===== config.mk =====
export PLATFORM = sky130hd
export DESIGN_NAME = sd_slv_dtx
export DESIGN_NICKNAME = d
export VERILOG_FILES = /design/src/rtl/sd_slv_pkg.sv /design/src/rtl/sd_slv_c16.sv /design/src/rtl/sd_slv_dtx.sv
export SDC_FILE = /design/constraint.sdc
export NUM_CORES = 1
export LEC_CHECK = 0
export CAP_MARGIN = 20
export CORE_AREA = 5 5 124 126
export DETAILED_ROUTE_END_ITERATION = 7
export DIE_AREA = 0 0 129 131
export HOLD_SLACK_MARGIN = 0.05
export PLACE_DENSITY_LB_ADDON = 0.08
export SLEW_MARGIN = 30
export SYNTH_ARGS = -nofsm -noshare
export SYNTH_HDL_FRONTEND = slang
export SYNTH_HIERARCHICAL = 1
export SYNTH_SLANG_ARGS = --single-unit

===== constraint.sdc =====
create_clock -name clk -period 2.7 [get_ports clk]
set_clock_uncertainty 0.2 [all_clocks]
set_input_delay 0.81 -clock clk [delete_from_list [all_inputs] [get_ports clk]]
set_output_delay 0.81 -clock clk [all_outputs]
set_load 0.05 [all_outputs]

===== src/rtl/sd_slv_pkg.sv =====
// sd_slv_pkg: state encoding and SD bus framing constants shared by the SD slave blocks
package sd_slv_pkg;
  typedef enum logic [2:0] {
    S_IDLE  = 3'd0,
    S_PRE   = 3'd1,
    S_START = 3'd2,
    S_DATA  = 3'd3,
    S_CRC   = 3'd4,
    S_END   = 3'd5
  } state_t;
  localparam int   CRC16_LEN    = 16;
  localparam logic SD_START_BIT = 1'b0;
  localparam logic SD_END_BIT   = 1'b1;
endpackage


===== src/rtl/sd_slv_c16.sv =====
// sd_slv_c16: serial CRC16-CCITT (x^16+x^12+x^5+1) generator; cen absorbs din, sft shifts the remainder out on q
module sd_slv_c16 (
  input  logic rst,
  input  logic clk,
  input  logic clr,
  input  logic din,
  input  logic cen,
  input  logic sft,
  output logic q
);
  logic [15:0] r_crc;
  logic        w_fb;
  assign w_fb = din ^ r_crc[15];
  assign q    = r_crc[15];
  always_ff @(posedge clk or posedge rst)
    if (rst) r_crc <= '0;
    else if (clr) r_crc <= '0;
    else if (cen) r_crc <= {r_crc[14:0], 1'b0} ^ (w_fb ? 16'h1021 : 16'h0000);
    else if (sft) r_crc <= {r_crc[14:0], 1'b0};
endmodule


===== src/rtl/sd_slv_dtx.sv =====
// sd_slv_dtx: SD slave DAT0 read-block transmitter (start, data MSB-first, CRC16, end bit).
// Define SD_SLV_DTX_PREAMBLE_EN to drive two idle-high bits before the start bit.
module sd_slv_dtx import sd_slv_pkg::*; #(
  parameter int BLKW = 12
) (
  input  logic            clk,
  input  logic            rst,
  input  logic            sd_ce,
  input  logic            start,
  input  logic [BLKW-1:0] blk_len,
  input  logic            abort,
  input  logic [7:0]      din,
  input  logic            din_vld,
  output logic            din_rdy,
  output logic            dat_o,
  output logic            dat_oe,
  output logic            busy,
  output logic            done,
  output logic            err
);
`ifdef SD_SLV_DTX_PREAMBLE_EN
  localparam state_t FIRST = S_PRE;
`else
  localparam state_t FIRST = S_START;
`endif
  state_t          r_state, w_nxt;
  logic [BLKW-1:0] r_len, r_acc, r_byte;
  logic [2:0]      r_bit;
  logic [3:0]      r_cnt;
  logic [7:0]      r_buf, r_sh;
  logic            r_full, r_eb, r_dat_o, r_dat_oe, r_done, r_err;
  logic            w_go, w_tx, w_hs, w_ur, w_clr, w_cen, w_sft, w_crc_q;
  assign w_go    = start && blk_len != '0;
  assign w_tx    = (r_bit == 3'd0) ? r_buf[7] : r_sh[7];
  assign w_hs    = din_vld && din_rdy;
  assign w_ur    = r_state == S_DATA && sd_ce && r_bit == 3'd0 && !r_full;
  assign w_clr   = r_state == S_IDLE;
  assign din_rdy = (r_state == S_START || r_state == S_DATA) && !r_full && r_acc != r_len;
  assign dat_o   = r_dat_o;
  assign dat_oe  = r_dat_oe;
  assign busy    = r_state != S_IDLE;
  assign done    = r_done;
  assign err     = r_err;
  sd_slv_c16 u_crc (
    .rst (rst),
    .clk (clk),
    .clr (w_clr),
    .din (w_tx),
    .cen (w_cen),
    .sft (w_sft),
    .q   (w_crc_q)
  );
  always_comb begin
    w_nxt = r_state;
    w_cen = 1'b0;
    w_sft = 1'b0;
    case (r_state)
      S_IDLE:  w_nxt = w_go ? FIRST : S_IDLE;
      S_PRE:   w_nxt = (sd_ce && r_cnt == 4'd1) ? S_START : S_PRE;
      S_START: w_nxt = sd_ce ? S_DATA : S_START;
      S_DATA: begin
        w_cen = sd_ce && !w_ur;
        w_nxt = w_ur ? S_IDLE :
                (w_cen && r_bit == 3'd7 && r_byte == r_len - BLKW'(1)) ? S_CRC : S_DATA;
      end
      S_CRC: begin
        w_sft = sd_ce;
        w_nxt = (sd_ce && r_cnt == 4'(CRC16_LEN - 1)) ? S_END : S_CRC;
      end
      S_END:   w_nxt = r_eb ? S_IDLE : S_END;
      default: w_nxt = S_IDLE;
    endcase
    if (abort) begin
      w_nxt = S_IDLE;
      w_cen = 1'b0;
      w_sft = 1'b0;
    end
  end
  always_ff @(posedge clk or posedge rst)
    if (rst) r_state <= S_IDLE;
    else r_state <= w_nxt;
  // Datapath: prefetch buffer feeds the shift register on each byte's first bit
  always_ff @(posedge clk or posedge rst)
    if (rst) begin
      r_len    <= '0;
      r_acc    <= '0;
      r_byte   <= '0;
      r_bit    <= '0;
      r_cnt    <= '0;
      r_buf    <= '0;
      r_sh     <= '0;
      r_full   <= 1'b0;
      r_eb     <= 1'b0;
      r_dat_o  <= 1'b1;
      r_dat_oe <= 1'b0;
      r_done   <= 1'b0;
      r_err    <= 1'b0;
    end else begin
      r_done <= 1'b0;
      r_err  <= 1'b0;
      if (w_hs) begin
        r_buf  <= din;
        r_full <= 1'b1;
        r_acc  <= r_acc + BLKW'(1);
      end
      case (r_state)
        S_IDLE: if (w_go) begin
          r_len  <= blk_len;
          r_acc  <= '0;
          r_byte <= '0;
          r_bit  <= '0;
          r_cnt  <= '0;
          r_full <= 1'b0;
          r_eb   <= 1'b0;
        end
        S_PRE: if (sd_ce) begin
          r_dat_o  <= SD_END_BIT;
          r_dat_oe <= 1'b1;
          r_cnt    <= r_cnt + 4'd1;
        end
        S_START: if (sd_ce) begin
          r_dat_o  <= SD_START_BIT;
          r_dat_oe <= 1'b1;
          r_cnt    <= '0;
        end
        S_DATA: if (w_ur) begin
          r_err    <= 1'b1;
          r_dat_oe <= 1'b0;
          r_dat_o  <= 1'b1;
        end else if (sd_ce) begin
          r_dat_o <= w_tx;
          r_bit   <= r_bit + 3'd1;
          r_sh    <= (r_bit == 3'd0) ? {r_buf[6:0], 1'b0} : {r_sh[6:0], 1'b0};
          if (r_bit == 3'd0) r_full <= 1'b0;
          if (r_bit == 3'd7) r_byte <= r_byte + BLKW'(1);
        end
        S_CRC: if (sd_ce) begin
          r_dat_o <= w_crc_q;
          r_cnt   <= r_cnt + 4'd1;
        end
        S_END: if (r_eb) begin
          r_dat_oe <= 1'b0;
          r_done   <= 1'b1;
          r_eb     <= 1'b0;
        end else if (sd_ce) begin
          r_dat_o  <= SD_END_BIT;
          r_dat_oe <= 1'b1;
          r_eb     <= 1'b1;
        end
        default: ;
      endcase
      if (abort) begin
        r_dat_oe <= 1'b0;
        r_dat_o  <= 1'b1;
        r_full   <= 1'b0;
        r_eb     <= 1'b0;
        r_done   <= 1'b0;
        r_err    <= 1'b0;
      end
    end
endmodule

# Word level (Yosys, flattened, before mapping)
# Index checks and enable logic that the tools add are counted.
[totals]
ram_bits = 0
output_inout_bits = 6
mem_bits_ro = 0
latch_bits = 0
mem_count = 0
register_bits = 84
inputBits = 26
[classes]
bitwise = 3
multipliers = 0
order_cmp = 0
shifts = 0
n_eq_ne = 22
add_sub_neg = 5
div_mod_pow = 0
n_mux = 66
n_reduce_logical = 35
[ops]
columns = ["op", "count"]
rows = [
  ["12-bit two-way mux", 7],
  ["16-bit two-way mux", 3],
  ["1-bit two-way mux", 34],
  ["12-bit by 1-bit adder with 12-bit output (second input constant)", 2],
  ["12-bit one-hot mux with 2 select lines", 1],
  ["3-bit two-way mux", 7],
  ["3-bit one-hot mux with 6 select lines", 1],
  ["16-bit bitwise XOR", 1],
  ["3-bit != test (second input constant)", 5],
  ["13-bit two-way mux", 1],
  ["12-bit == test", 1],
  ["1-bit logical AND", 12],
  ["4-bit two-way mux", 3],
  ["12-bit != test", 1],
  ["4-bit one-hot mux with 3 select lines", 1],
  ["12-bit nonzero test", 1],
  ["3-bit nonzero test", 4],
  ["12-bit by 1-bit subtractor with 12-bit output (second input constant)", 1],
  ["5-bit AND reduction", 2],
  ["3-bit == test (second input constant)", 3],
  ["8-bit two-way mux", 1],
  ["2-bit != test (second input constant)", 4],
  ["4-bit AND reduction", 2],
  ["3-bit by 2-bit == test with 1-bit output (second input constant)", 2],
  ["other kinds (23)", 31],
]

# Depth between registers and ports, before layout
# Gate-level depths: netlist of the first run.
[depth]
ltp_word = 12
mapped_depth = 10
depth_no_buf = 8

# Cells and area by module
# Netlist of the first run, hierarchy kept.
[modules_own_cells]
columns = ["mod", "cells_per_inst", "instances", "seq_area_each_um2", "area_per_inst_um2"]
rows = [
  ["sd_slv_dtx", 437, 1, 1677.9, 4075.2],
  ["sd_slv_c16", 76, 1, 400.4, 749.5],
]

# Worst setup path before layout of the first run
# No wires, ideal clock.
[synth_path]
kind = "input-to-reg"
startpoint = "in sd_ce"
endpoint = "reg r_byte[6]"
stages = 8
t_arrival_ns = 2.279
setup_time_ns = 0.132
slack_ns = 0.089
cell_sequence = "buf_2 and4bb_2 o21a_1 a211o_2 buf_6 nor3_1 xnor2_1 nor2_1"
[synth_between]
elab_chain_cells = 5
word_cells_on_any_way = 6
[synth_lines]
columns = ["element", "line_no", "text"]
rows = [
  ["from (decl)", "sd_slv_dtx.sv:8", "input logic sd_ce,"],
  ["1-bit logical AND (3 in a row)", "sd_slv_dtx.sv:36", "assign w_ur = r_state == S_DATA && sd_ce && r_bit == 3'd0 && !r_full;"],
  ["2-bit != test (no line)", "-", ""],
  ["5-bit AND reduction (no line) (*)", "-", ""],
  ["to (signal assigned)", "sd_slv_dtx.sv:135", "if (r_bit == 3'd7) r_byte <= r_byte + BLKW'(1);"],
  ["to (decl)", "sd_slv_dtx.sv:27", "logic [BLKW-1:0] r_len, r_acc, r_byte;"],
]
# Mark *: on every way between the ends. The rest lies on a longest branch, timed or not.
# A chain may end at the register's enable or synchronous reset.

# Worst setup path after layout of the first run
[layout_path]
startpoint = "reg r_acc[6]"
endpoint = "out din_rdy"
[layout_between]
elab_chain_cells = 2
[layout_lines]
columns = ["element", "line_no", "text"]
rows = [
  ["from (decl)", "sd_slv_dtx.sv:27", ""],
  ["from (signal assigned)", "sd_slv_dtx.sv:104", "r_acc <= r_acc + BLKW'(1);"],
  ["12-bit != test", "sd_slv_dtx.sv:38", "assign din_rdy = (r_state == S_START || r_state == S_DATA) && !r_full && r_acc != r_len;"],
  ["1-bit logical AND", "sd_slv_dtx.sv:38", ""],
  ["to (decl)", "sd_slv_dtx.sv:14", "output logic din_rdy,"],
]
# No other way between the ends.

==> flow_metrics.tcl, run 1 <==
set metrics [dict create \
    wl_per_cell_um 15.4 \
    synth_top_family_by_area "simple AND/OR/NAND/NOR gates" \
    post-route-period-util_pct 100 \
    hold_viol_final 0 \
    final_cells 779 \
    timing.fmax_mhz 370 \
    synth_cell_type_count 71 \
    diodes 0 \
    worst_path_max_delay_cell "dfrtp_2" \
    vias 3937 \
    finalSetupTns_ns -0.00292 \
    drtIter0Drc 182 \
    cts-root-buf "clkbuf_16" \
    synth_simple_gate_area_share_pct 22.5 \
    dp.cells 749 \
    first_global_vias 4008 \
    avgSynthCellArea_sq_um 9.40 \
    setup_viol 1 \
    yosys.area.top_type "dfrtp_1" \
    clk_latency_ns 0.35 \
    synth_fp_nets 547 \
    crit_path_max_fanout 6 \
    synthArstFlopShare_pct 100 \
    slew_headroom_pct 48.1 \
    grt_pass1_wl_um 20200 \
    grt_use_total_pct 15.1 \
    fp.coreArea_sq_um 14200 \
    antenna_left 0 \
    htreeDepth 3 \
    start_util_pct 34.0 \
    status "finished with violations" \
    nNetsFinal 625 \
    cellInternalPower_w 0.00276 \
    critPathKind "reg -> out" \
    grt_max_degree 28 \
    worst_hold_slack_ns 0.281 \
    io_pins 32 \
    design.die.area_sq_um 16900 \
    crit_path_start_kind "flip-flop" \
    final_core_util_pct 43.2 \
    cts_tree "done" \
    path_clk_slew_ns 0.06 \
    synth.most_common_cell "dfrtp_1" \
    fp.dieH_um 131 \
    switching_power_w 0.00137 \
    cp.required_ns 1.69 \
    powerDensity_nw_per_um2 672 \
    drc 0 \
    ys.flop_type "dfrtp_1" \
    ys_ff_latch 83 \
    clock_sinks 83 \
    synth_xor_area_share_pct 7.42 \
    swShare_pct 33.2 \
    worst_pin_slew_ns 0.759 \
    path_cells "xor2_1 -> nor4_1 -> nand3_1 -> and2_4 -> buf_12" \
    p_comb_share_pct 31.2 \
    layout_setup_ws_ns -0.00292 \
    clockBufferDepth 2 \
    yosys-top-cells-area "dfrtp_1 (43%), nand2_1 (5.8%), o21ai_0 (3.8%)" \
    synth.mux.area_fraction_pct 5.13 \
    rsz0062_at_grt "yes" \
    path_buf_inv 1 \
    p_seq_share_pct 38.4 \
    ys_warn_count 6 \
    fillers 1432 \
    antenna_found_initial 0 \
    netlist_instances 513 \
    p_total_w 0.00413 \
    grt_overflow 0 \
    cts_buffers 9 \
    critical-path-max-stage-delay_ns 0.45 \
    gp_congestion 0.829 \
    fp-row-count 44 \
    cts-hold-fix-buffers 0 \
    clockPowerShare_pct 30.4 \
    hpwlAfterDp_um 8710 \
    portBuffers 31 \
    synth_fa_ha_area_share_pct 2.28 \
    ys_seq_area_share_pct 43.1 \
    synth_top_cell_area_share_pct 42.5 \
    end_kind "output port" \
    violations "negative setup slack" \
    viasPerCell 5.05 \
    synth_edf_count 0 \
    synth_area_sq_um 4820 \
    crit_family "simple AND/OR/NAND/NOR gates" \
    maxCapViolations 0 \
    peakVddDrop_v 0.000371 \
    area_growth_pct 27.2 \
    drive_gt1_share_pct 24.2 \
    fin_crit_ns 2.70 \
    firstDrtPassIters 4 \
    hold_path_class "reg -> reg" \
    synth_compound_area_share_pct 13.7 \
    netlist_top_cells_count "dfrtp_1 (82), nand2_1 (75), o21ai_0 (37), nor2_1 (30), a21oi_1 (24)" \
    p_leak_nw 2.69 \
    arrival_ns 1.69 \
    dieWidth_um 129 \
    drt_wl_total_um 12000 \
    slew_violations 0 \
]
==> layout by cell type (no fill, tap or decap), types with 3 or more instances in the layout <==
| cell | synthesis | layout |
|---|---|---|
| mux2_2 | 14 | 14 |
| nor3_1 | 11 | 11 |
| dlygate4sd2_1 | 0 | 4 |
| nor4_1 | 9 | 7 |
| nand3_1 | 17 | 16 |
| xor2_1 | 20 | 20 |
| inv_1 | 17 | 15 |
| xnor2_1 | 19 | 19 |
| nand2b_1 | 17 | 17 |
| clkdlybuf4s50_1 | 0 | 16 |
| and3_1 | 6 | 6 |
| dlymetal6s2s_1 | 0 | 7 |
| a31oi_1 | 4 | 4 |
| ha_1 | 8 | 8 |
| buf_4 | 3 | 63 |
| o211ai_1 | 6 | 6 |
| nand2_1 | 75 | 73 |
| or3_1 | 5 | 5 |
| clkbuf_16 | 0 | 9 |
| or4_4 | 1 | 4 |
| o21a_1 | 3 | 3 |
| dfrtp_1 | 82 | 73 |
| clkinvlp_4 | 0 | 3 |
| or2_2 | 3 | 3 |
| nor2b_1 | 3 | 3 |
| mux2i_1 | 9 | 9 |
| or4_1 | 7 | 4 |
| nand4_1 | 3 | 3 |
| nor2_1 | 30 | 29 |
| a21oi_1 | 24 | 24 |
| o21ai_0 | 37 | 36 |
| o31ai_1 | 5 | 5 |
| buf_12 | 0 | 7 |
| dfrtp_2 | 0 | 9 |
==> worst min-delay path, cell delays in order (launching register included) <==
cell and delay [ns]:
dfrtp_1 0.34, nand2_1 0.04, o21ai_0 0.06
==> cell type report <==
type | count | area (sq um) | share of cell area, %
Clock buffer | 9 | 225 | 3.67
Timing Repair Buffer | 99 | 917 | 14.9
Clock inverter | 6 | 66.3 | 1.08
Inverter | 17 | 63.8 | 1.04
Sequential cell | 83 | 2090 | 34.1
Multi-Input combinational cell | 381 | 2540 | 41.5
Tap cell | 184 | 230 | 3.75
==> final timing paths <==
| check | start | cells after the start | slack [ns] | endpoint |
|---|---|---|---|---|
| min | u_crc/r_crc[7] | 2 | 0.28 | u_crc/r_crc[7] |
| max | r_acc[6] | 5 | -0.003 | din_rdy |
| min in group asynchronous | rst | 2 | 0.63 | r_buf[7] |
| max in group asynchronous | rst | 3 | 1.12 | r_byte[3] |
| min reg2reg | u_crc/r_crc[7] | 2 | 0.28 | u_crc/r_crc[7] |
| max reg2reg | r_acc[6] | 11 | 0.11 | r_buf[3] |
==> power by group through the flow <==
stage	Combinational (W)	Clock (W)	Sequential, W
2_1_floorplan	0.000853	0	0.00157
3_3_place_gp	0.00118	0	0.00162
3_5_place_dp	0.00119	0	0.00163
4_1_cts	0.00127	0.00129	0.00159
5_1_grt	0.00143	0.00134	0.00161
6_report	0.00129	0.00125	0.00158
==> registers in the layout (all words and copies together) (netlist names), 3 cells and up <==
signal	flops
r_buf	8
r_sh	7
r_len	12
r_state	3
r_acc	12
r_bit	3
r_byte	12
u_crc/r_crc	16
r_cnt	4
==> routing by layer <==
| metal | global-route usage (%) | up-vias | part of all wire, % |
|---|---|---|---|
| met1 | 19.4 | 1917 | 46 |
| met4 | 6.42 | 0 | 2.0 |
| li1 | - | 1956 | - |
| met2 | 25.4 | 50 | 49 |
| met5 | 0 | - | 0 |
| met3 | 2.28 | 14 | 2.3 |
==> metrics by stage <==
stage          cell area (sq um)  worst slack [ns]
3_3_place_gp                5630            -0.513
5_1_grt                     6140           -0.0716
2_1_floorplan               4820           0.00850
3_5_place_dp                5630            -0.533
6_report                    6140          -0.00292
4_1_cts                     6040           -0.0163
==> logic make-up after synthesis <==
group	after synthesis
AND/OR/NAND/NOR	205
AO/OA/AOI/OAI	104
flip-flops	83
XOR/XNOR	40
adder cells (fa/ha/maj)	9
buffers and inverters	49
multiplexers	23
==> timing repair <==
action,in CTS,in global routing
resized for setup,22,19
pin swaps,7,7
cloned,0,0
buffers inserted,10,5
setup endpoints to repair,36,37
Power figures use the tool's default switching activity.
==> inputs of run 2 (changes only) <==
==> constraint.sdc (replaced) <==
create_clock -name clk -period 2.7 [get_ports clk]
set_clock_uncertainty 0.2 [all_clocks]
set_input_delay 0.675 -clock clk [delete_from_list [all_inputs] [get_ports clk]]
set_output_delay 0.675 -clock clk [all_outputs]
set_load 0.05 [all_outputs]
==> flow_metrics.tcl, run 2 (synthesis results as in run 1) <==
set metrics [dict create \
    fin_crit_ns 2.64 \
    grt_pass1_wl_um 19700 \
    post-route-period-util_pct 97.7 \
    gp_congestion 0.793 \
    maxCapViolations 0 \
    end_kind "output port" \
    viasPerCell 5.06 \
    dpl_worst_slack_ns -0.345 \
    portBuffers 31 \
    drtIter0Drc 254 \
    clockBufferDepth 2 \
    rsz0062_at_grt "yes" \
    cts-hold-fix-buffers 0 \
    p_total_w 0.00397 \
    path_clk_slew_ns 0.07 \
    htreeDepth 3 \
    regMostFlops "u_crc/r_crc" \
    finalSetupTns_ns 0 \
    hold_path_class "reg -> reg" \
    layout_setup_ws_ns 0.0618 \
    fp.coreArea_sq_um 14200 \
    largest_reg_flops 16 \
    worst_hold_slack_ns 0.283 \
    setup_viol 0 \
    hpwlAfterDp_um 8360 \
    drt_wl_total_um 11400 \
    clk_latency_ns 0.35 \
    firstDrtPassIters 6 \
    powerDensity_nw_per_um2 674 \
    worst_pin_slew_ns 0.751 \
    status "finished, final reports clean" \
    clock_sinks 83 \
    antenna_left 0 \
    drc 0 \
    design.die.area_sq_um 16900 \
    critPathKind "reg -> out" \
    slew_violations 0 \
    crit_path_max_fanout 6 \
    slew_headroom_pct 48.6 \
    p_leak_nw 2.49 \
    timing.fmax_mhz 379 \
    cts_tree "done" \
    grt_overflow 0 \
    final_cell_mix "dfrtp_1 (77), nand2_1 (74), buf_4 (38)" \
    peakVddDrop_v 0.000313 \
    hold_viol_final 0 \
    arrival_ns 1.76 \
    final_common_cell "dfrtp_1" \
    fp.dieH_um 131 \
    io_pins 32 \
    cts_buffers 9 \
    grt_use_total_pct 14.7 \
    vias 3822 \
    drive_gt1_share_pct 18.9 \
    diodes 0 \
    crit_path_start_kind "flip-flop" \
    start_util_pct 34.0 \
    cp.required_ns 1.82 \
    cts-root-buf "clkbuf_16" \
    wl_per_cell_um 15.1 \
    area_growth_pct 22.0 \
    dieWidth_um 129 \
    first_global_vias 3909 \
    grt_max_degree 68 \
    fp-row-count 44 \
    fillers 1445 \
    nNetsFinal 600 \
    antenna_found_initial 0 \
]
[run 2: layer usage]
layer	vias up	share of wire [%]	global-route usage, %
met5	-	0	0
met4	0	1.9	6.36
met3	14	3.0	2.28
met2	50	48	23.8
met1	1853	47	19.5
li1	1905	-	-
[run 2: critical path: stages, from the launching register on]
cell	delay, ns
dfrtp_2	0.47
xor2_1	0.18
nor4_1	0.29
nand3_1	0.15
and2_4	0.18
buf_12	0.14
[run 2: worst paths after layout]
kind	startpoint	to	slack, ns	cells past startpoint
max in group asynchronous	rst	u_crc/r_crc[2]	1.33	2
worst min-delay path	u_crc/r_crc[14]	u_crc/r_crc[14]	0.28	2
worst min register to register	u_crc/r_crc[14]	u_crc/r_crc[14]	0.28	2
worst max register to register	r_len[2]	r_state[0]	0.29	6
worst max-delay path	r_len[4]	din_rdy	0.06	5
min in group asynchronous	rst	r_sh[6]	0.56	3
[run 2: final cells by class]
class / count / area (sq um) / area share, %
timing repair buffer: 74 / 716 / 12.2
tap: 184 / 230 / 3.91
multi-input combinational: 381 / 2510 / 42.7
clock buffer: 10 / 229 / 3.89
inverter: 17 / 63.8 / 1.08
sequential: 83 / 2080 / 35.4
clock inverter: 6 / 48.8 / 0.829
[run 2: where the power goes]
| part | total (W) | internal [W] | switching, W |
|---|---|---|---|
| clock | 0.00119 | 0.000634 | 0.000553 |
| combinational | 0.00115 | 0.000554 | 0.000600 |
| sequential | 0.00163 | 0.00143 | 0.000200 |
[run 2: timing repair]
item | 4_1_cts | 5_1_grt
resized for setup | 4 | 10
hold endpoints to repair | 0 | 0
buffers inserted | 0 | 1
endpoints found under the setup margin | 1 | 28
pin swaps | 0 | 4
[run 2: per-stage QoR]
step | util [%] | area (sq um) | instances
floorplan | - | 4820 | 513
global placement | 39.1 | 5550 | 738
detailed placement | 39.1 | 5550 | 738
CTS | 41.1 | 5830 | 754
global route | 41.4 | 5880 | 755
finish | 41.4 | 5880 | 755
==> inputs of run 3 (changes only) <==
- CORE_AREA: 5 5 124 126 -> 5 5 110 112
- DIE_AREA: 0 0 129 131 -> 0 0 115 117
==> flow_metrics.tcl, run 3 (synthesis results as in run 1) <==
set metrics [dict create \
    fillers 1053 \
    grt_use_total_pct 17.8 \
    end_kind "flip-flop" \
    clockPowerShare_pct 30.8 \
    regMostFlops "u_crc/r_crc" \
    design.die.area_sq_um 13500 \
    crit_path_max_fanout 5 \
    post-route-period-util_pct 97.9 \
    final_cell_mix "dfrtp_1 (75), nand2_1 (74), buf_4 (39)" \
    timing.fmax_mhz 378 \
    hold_path_class "reg -> reg" \
    fp.dieH_um 117 \
    final_core_util_pct 52.2 \
    placed_area_sq_um 5460 \
    cellInternalPower_w 0.00269 \
    dp.cells 696 \
    wl_per_cell_um 15.3 \
    gp_congestion 0.835 \
    hpwlAfterDp_um 8070 \
    fp.coreArea_sq_um 11100 \
    cp.required_ns 2.78 \
    crit_path_start_kind "input pin" \
    cts_buffers 9 \
    grt_pass1_wl_um 19000 \
    slew_headroom_pct 43.9 \
    slew_violations 0 \
    setup_viol 0 \
    worst_pin_slew_ns 0.820 \
    status "finished, final reports clean" \
    firstDrtPassIters 4 \
    whs_path_depth 2 \
    nNetsFinal 600 \
    arrival_ns 2.73 \
    clk_latency_ns 0.35 \
    powerDensity_nw_per_um2 686 \
    swShare_pct 32.6 \
    clockBufferDepth 2 \
    hold_viol_final 0 \
    portBuffers 31 \
    critPathKind "in -> reg" \
    drive_gt1_share_pct 18.6 \
    p_leak_nw 2.48 \
    largest_reg_flops 16 \
    final_common_cell "dfrtp_1" \
    p_comb_share_pct 28.7 \
    reg2regPathDepth 7 \
    io_pins 32 \
    maxCapViolations 0 \
    area_growth_pct 20.4 \
    cts_tree "done" \
    path_clk_slew_ns 0.06 \
    antenna_found_initial 0 \
    clock_sinks 83 \
    switching_power_w 0.00130 \
    fp-row-count 39 \
    peakVddDrop_v 0.000546 \
    vias 3787 \
    fin_area_sq_um 5810 \
    grt_max_degree 28 \
    layout_setup_ws_ns 0.0566 \
    drtIter0Drc 208 \
    antenna_left 0 \
    final_cells 714 \
    viasPerCell 5.30 \
    dieWidth_um 115 \
    fin_crit_ns 2.64 \
    drt_wl_total_um 10900 \
    grt_overflow 0 \
    diodes 0 \
    drc 0 \
    first_global_vias 3776 \
    htreeDepth 3 \
    p_total_w 0.00398 \
    dpl_worst_slack_ns -0.353 \
    cts-root-buf "clkbuf_16" \
    p_seq_share_pct 40.5 \
    start_util_pct 43.4 \
]
run 3: worst paths after layout:
| kind | start | endpoint | slack, ns |
|---|---|---|---|
| setup / recovery | blk_len[0] | r_acc[6] | 0.06 |
| hold / removal | u_crc/r_crc[10] | u_crc/r_crc[10] | 0.28 |
| setup reg to reg | r_len[2] | r_state[1] | 0.21 |
| hold reg to reg | u_crc/r_crc[10] | u_crc/r_crc[10] | 0.28 |
| max in group asynchronous | rst | r_len[1] | 1.30 |
| min in group asynchronous | rst | r_buf[7] | 0.50 |
run 3: critical path, stage by stage:
cell	delay [ns]
clkdlybuf4s50_1	0.42
or4_4	0.55
o31ai_4	0.28
buf_6	0.15
nor2_2	0.07
or4_1	0.50
nand2_1	0.08
run 3: repair_timing:
action	CTS	global route
hold buffers	0	0
resized for setup	0	15
setup endpoints to repair	0	21
buffers inserted	0	2
run 3: cell type report:
class / count / area [sq um] / share of cell area [%]
clock buffer: 12 / 236 / 4.07
multi-input combinational: 381 / 2500 / 43.0
sequential: 83 / 2090 / 35.9
inverter: 17 / 63.8 / 1.10
clock inverter: 4 / 51.3 / 0.883
timing repair buffer: 74 / 694 / 12.0
tap: 143 / 179 / 3.08
run 3: metrics by stage:
step	hold slack, ns	setup TNS (ns)
2_1_floorplan	0.250	0
3_3_place_gp	0.269	-8.51
3_5_place_dp	0.272	-10.40
4_1_cts	0.285	0
5_1_grt	0.312	-0.0394
6_report	0.278	0
run 3: metal layers:
metal / vias to the layer above / track usage [%] / wire length (um)
met4: 0 / 5.56 / 167
li1: 1898 / - / -
met5: - / 0 / 0
met2: 57 / 29.3 / 5310
met1: 1818 / 23.6 / 5110
met3: 14 / 4.06 / 346
run 3: power by group through the flow:
stage / sequential (W) / combinational [W] / clock, W
2_1_floorplan: 0.00157 / 0.000853 / 0
3_3_place_gp: 0.00164 / 0.00108 / 0
3_5_place_dp: 0.00165 / 0.00110 / 0
4_1_cts: 0.00162 / 0.00111 / 0.00126
5_1_grt: 0.00164 / 0.00128 / 0.00131
6_report: 0.00161 / 0.00114 / 0.00123
==> patch 1, RTL diff (settings of run 1) <==
The option `SD_SLV_DTX_PREAMBLE_EN` is turned on by a define.
--- a/src/rtl/sd_slv_dtx.sv
+++ b/src/rtl/sd_slv_dtx.sv
@@ -1,5 +1,7 @@
 // sd_slv_dtx: SD slave DAT0 read-block transmitter (start, data MSB-first, CRC16, end bit).
 // Define SD_SLV_DTX_PREAMBLE_EN to drive two idle-high bits before the start bit.
+`define SD_SLV_DTX_PREAMBLE_EN
+
 module sd_slv_dtx import sd_slv_pkg::*; #(
   parameter int BLKW = 12
 ) (
Formal check against the unedited RTL: not equivalent (a bounded check fails within 4 cycles, from zero or initial values and one cycle with rst high).
==> patch 1 against run 1 <==
Design area increased by 0.59%; clock power increased by 9.6%; power decreased by 9.9%; synthesized area decreased by 0.96%; routed wire length increased by 4.0%; setup slack improved by 0.018 ns; sequential cell count unchanged; sequential power decreased by 7%; critical endpoint unchanged; largest power group unchanged.
==> patch 1: results (changes against run 1) <==
Place
  – Post-DP HPWL: 8540 um (-2.0%)
  – Gpl congestion: 0.855 (+3.1%)
  – Placed cells: 753 (+0.53%)
  – Dpl ws: -0.624 ns (-0.0904 ns)

Routing
  – Iter 0 DRT Violations: 264 (+45%)
  – DR vias: 4044 (+2.7%)
  – Drt wl/cell: 15.7 um (+2.3%)

STA
  – Worst-Margin Slew: 0.809 ns (+0.0498 ns)

Clock tree
  – Post-CTS Resized: 18 (-18%)
  – Setup Buffers After CTS: 19 (+9)

Final layout
  – Share of layout cells above drive strength 1: 23.4% (-0.85 points)
  – Fillers: 1404 (-2.0%)
  – Nets: 637 (+1.9%)
  – Cell Count, Final, Fillers Out: 792 (+1.7%)

Hold path
  – Hold Path Origin: r_sh[3]

Power and ir drop
  – VDD IR max: 0.260 mV (-30%)
  – Leakage: 0.00272 uW (+1.2%)

Worst setup path
  – Crit-path max cell delay: 0.42 ns (-0.03 ns)
  – CP max FO: 2 (-4)
  – CP Launch Point: r_acc[2]

Global route
  – Largest net degree at the start of global routing: 68 (+140%)
  – Global Route Usage Sum: 15.2% (+0.14 points)
  – Initial antenna violation count: 0 (unchanged)

Synthesis
  – Post-synth top cells: 82 x dfrtp_1, 80 x nand2_1, 55 x o21ai_0, 30 x nor2_1
  – Compound-Gate Fraction of Synth Area: 15.3% (+1.6 points)
  – Post-synthesis xor/xnor area fraction: 6.21% (-1.2 points)
  – Post-synthesis mux area share: 4.45% (-0.68 points)
  – Largest cells by area after synthesis: dfrtp_1 43%, nand2_1 6.3%, o21ai_0 5.8%, xor2_1 4.0%, nand2b_1 2.9%
  – Post-synthesis adder-cell area fraction: 2.09% (-0.19 points)
  – Seq/Total Area, Yosys: 43.5% (+0.42 points)
  – Mapped Avg Cell Area: 9.12 sq um (-3.0%)

Run status
  – Status: completed
[patch 1: kinds of logic (layout without fill, tap and decap cells)]
| logic type | after synthesis | in the layout |
|---|---|---|
| simple gates | 218 | 219 |
| fa+ha+maj | 8 | 8 |
| compound gates | 112 | 113 |
| xor+xnor | 33 | 33 |
| buf+inv | 50 | 132 |
| flops | 83 | 83 |
| mux | 20 | 20 |
[patch 1: area by class of cell]
cell class / instances / share of cell area, %
multi-input combinational: 393 / 42.4
sequential: 83 / 33.9
timing repair buffer: 97 / 13.6
clock buffer: 11 / 3.93
tap: 184 / 3.73
clock inverter: 5 / 1.38
inverter: 19 / 1.16
[patch 1: layer usage]
layer / wire length [um] / vias up / GRT usage (%)
li1: - / 2002 / -
met1: 5780 / 1953 / 19.4
met2: 5920 / 67 / 25.0
met3: 411 / 22 / 2.60
met4: 357 / 0 / 7.66
met5: 0 / - / 0
[patch 1: where the power goes]
part           leakage (uW)  switching (uW)  internal [uW]
Combinational       0.00147             472            406
Sequential          0.00110            92.8           1370
Clock              0.000156             532            841
Total               0.00272            1100           2620
[patch 1: final timing paths]
path | to | depth (start not counted) | slack (ns)
setup / recovery | din_rdy | 5 | 0.01
hold / removal | r_sh[3] | 2 | 0.28
setup reg to reg | r_buf[3] | 11 | 0.07
hold reg to reg | r_sh[3] | 2 | 0.28
max in group asynchronous | u_crc/r_crc[1] | 2 | 1.19
min in group asynchronous | u_crc/r_crc[6] | 2 | 0.70
[patch 1: metrics by stage]
| stage | power (uW) | TNS [ns] | utilization (%) |
|---|---|---|---|
| after floorplan | 2020 | 0 | - |
| after global placement | 2250 | -22.11 | 38.8 |
| after detailed placement | 2270 | -24.47 | 38.8 |
| after CTS | 3730 | -0.0120 | 42.4 |
| after global routing | 3920 | -0.187 | 43.5 |
| final | 3720 | 0 | 43.5 |
==> patch 2, RTL diff (settings of run 1) <==
Without the edit above. Put one more register stage on the output `err`, cleared by the reset. The value now appears one clock later. The other outputs are not delayed to match.
--- a/src/rtl/sd_slv_dtx.sv
+++ b/src/rtl/sd_slv_dtx.sv
@@ -40,7 +40,13 @@
   assign dat_oe  = r_dat_oe;
   assign busy    = r_state != S_IDLE;
   assign done    = r_done;
-  assign err     = r_err;
+  always_ff @(posedge clk or posedge rst) begin
+    if (rst) begin
+      err <= '0;
+    end else begin
+      err <= r_err;
+    end
+  end
   sd_slv_c16 u_crc (
     .rst (rst),
     .clk (clk),
Check against the original RTL: not equivalent (Yosys sat finds a counterexample within 4 cycles, from zero or initial values and one cycle with rst high).
==> patch 2 against run 1 <==
Routed wire length increased by 4.9%; synthesized cell count is 4.5% higher; power shrank 10%; final cell count grew 3.9%; combinational power is 24% lower; synthesized area is 2.9% higher; sequential cell count rose by 1; setup slack better by 0.0055 ns; non-clock buffer count increased by 8; design area increased by 3.1%; core utilization increased by 1.3 points; global-route usage increased by 0.56 points; largest power group unchanged.
==> patch 2: results (changes against run 1) <==
Synthesis
  – Largest cells by area after synthesis: dfrtp_1 42%, nand2_1 6.2%, xor2_1 4.2%, o21ai_0 4.1%, mux2i_1 3.6%
  – Seq/Total Area, Yosys: 42.4% (-0.70 points)
  – Synth unique cells: 68 (-4.2%)
  – Post-synth top cells: 83 x dfrtp_1, 82 x nand2_1, 41 x o21ai_0, 34 x nor2_1, 24 x xor2_1
  – Net Count, Synth: 570 (+4.2%)

Final layout
  – Number of flip-flops in the largest register: 16 (unchanged)
  – Ant. Diodes: 0 (unchanged)
  – Share of layout cells above drive strength 1: 22.9% (-1.3 points)
  – Biggest register: u_crc/r_crc
  – Nets: 654 (+4.6%)

Routing
  – Drt first pass iters: 4 (unchanged)
  – Antenna-violating nets left: 0 (unchanged)
  – Iter 0 DRT Violations: 234 (+29%)
  – Drt wl/cell: 15.5 um (+0.98%)
  – DR vias: 4160 (+5.7%)

Place
  – Dpl cell area: 5830 sq um (+3.6%)
  – Gpl congestion: 0.837 (+0.94%)
  – Port buffer count: 31 (unchanged)
  – Dpl ws: -0.525 ns (+0.00793 ns)
  – Post-DP HPWL: 9220 um (+5.8%)

Worst setup path
  – CP max FO: 3 (-3)
  – Slowest cell on crit path: dfrtp_1
  – Crit-path max cell delay: 0.42 ns (-0.03 ns)

STA
  – Slew headroom: 59.0% (+11 points)

Hold path
  – Worst Hold Class: flop to flop

Run status
  – Status: completed

Global route
  – First-pass GRT wire length: 20700 um (+2.9%)
  – Vias in the first global route: 4126 (+2.9%)
  – Global Route Usage Sum: 15.6% (+0.56 points)

Clock tree
  – Clk buf depth: 2 (unchanged)
  – CTS clk-pin slew, worst paths: 0.06 ns (about the same)
  – H-tree levels: 3 (unchanged)
  – Clock Root Buffer: clkbuf_16
  – Clk_lat worst skew: 0.35 ns (about the same)

Power and ir drop
  – P_int: 2570 uW (-6.8%)
  – Leakage: 0.00284 uW (+5.7%)
  – VDD IR max: 0.402 mV (+8.5%)
## patch 2: changes by cell type in the layout (fill, tap and decap cells not counted), moves of 9 or more
cell	before	now
mux2i_1	9	18
a21oi_1	24	9
buf_4	63	73
nand2_1	73	82
## patch 2: cell families (layout without fill, tap and decap cells)
| group | after synthesis | after routing | share of synthesized area (%) |
|---|---|---|---|
| AOI/OAI and AO/OA | 96 | 96 | 13.0 |
| muxes | 27 | 27 | 5.67 |
| adders and majority gates | 8 | 8 | 2.02 |
| DFF | 84 | 84 | 42.4 |
| xor gates and xnor gates | 38 | 38 | 6.86 |
| buffers and inverters | 52 | 141 | 5.62 |
| and+or+nand+nor | 231 | 231 | 24.5 |
## patch 2: cell type report
type	count	area (sq um)
flip-flops and latches	84	2110
clock inverters	3	18.8
inverters	18	71.3
multi-input cells	400	2680
well taps	184	230
fillers	1414	7880
repair buffers	107	943
clock buffers	13	270
## patch 2: routing by layer
layer	track usage, %	wire (um)
met3	4.27	465
met5	0	0
met4	4.01	101
met2	25.5	5940
met1	20.7	6060
## patch 2: path summary, 6_finish.rpt
kind | from | end | slack, ns | cells after the start
setup / recovery | r_len[4] | din_rdy | 0.003 | 5
min in group asynchronous | rst | err | 0.69 | 2
max in group asynchronous | rst | r_len[11] | 1.11 | 3
hold reg to reg | r_err | err | 0.15 | 0
hold / removal | r_err | err | 0.15 | 0
setup reg to reg | r_len[0] | r_state[2] | 0.17 | 6
## patch 2: repair_timing
action	CTS	global route
hold buffers	0	0
gates resized for setup	25	10
pin swaps	11	9
hold endpoints to repair	0	0
buffers inserted	10	6
setup endpoints to repair	38	16
## patch 2: per-stage QoR
step | cells | total power, uW | TNS (ns) | hold WS (ns)
5_1_grt | 809 | 3930 | -0.108 | 0.173
2_1_floorplan | 536 | 2140 | 0 | 0.131
3_3_place_gp | 777 | 2430 | -20.91 | 0.137
6_report | 809 | 3710 | 0 | 0.152
3_5_place_dp | 777 | 2450 | -22.22 | 0.137
4_1_cts | 803 | 3750 | -0.0180 | 0.151
## patch 2: power groups by stage
| stage | clock (uW) | combinational, uW | sequential (uW) |
|---|---|---|---|
| finish | 1220 | 986 | 1510 |
| global placement | 0 | 885 | 1540 |
| detailed placement | 0 | 903 | 1550 |
| global route | 1310 | 1090 | 1530 |
| floorplan | 0 | 637 | 1500 |
| CTS | 1260 | 979 | 1510 |
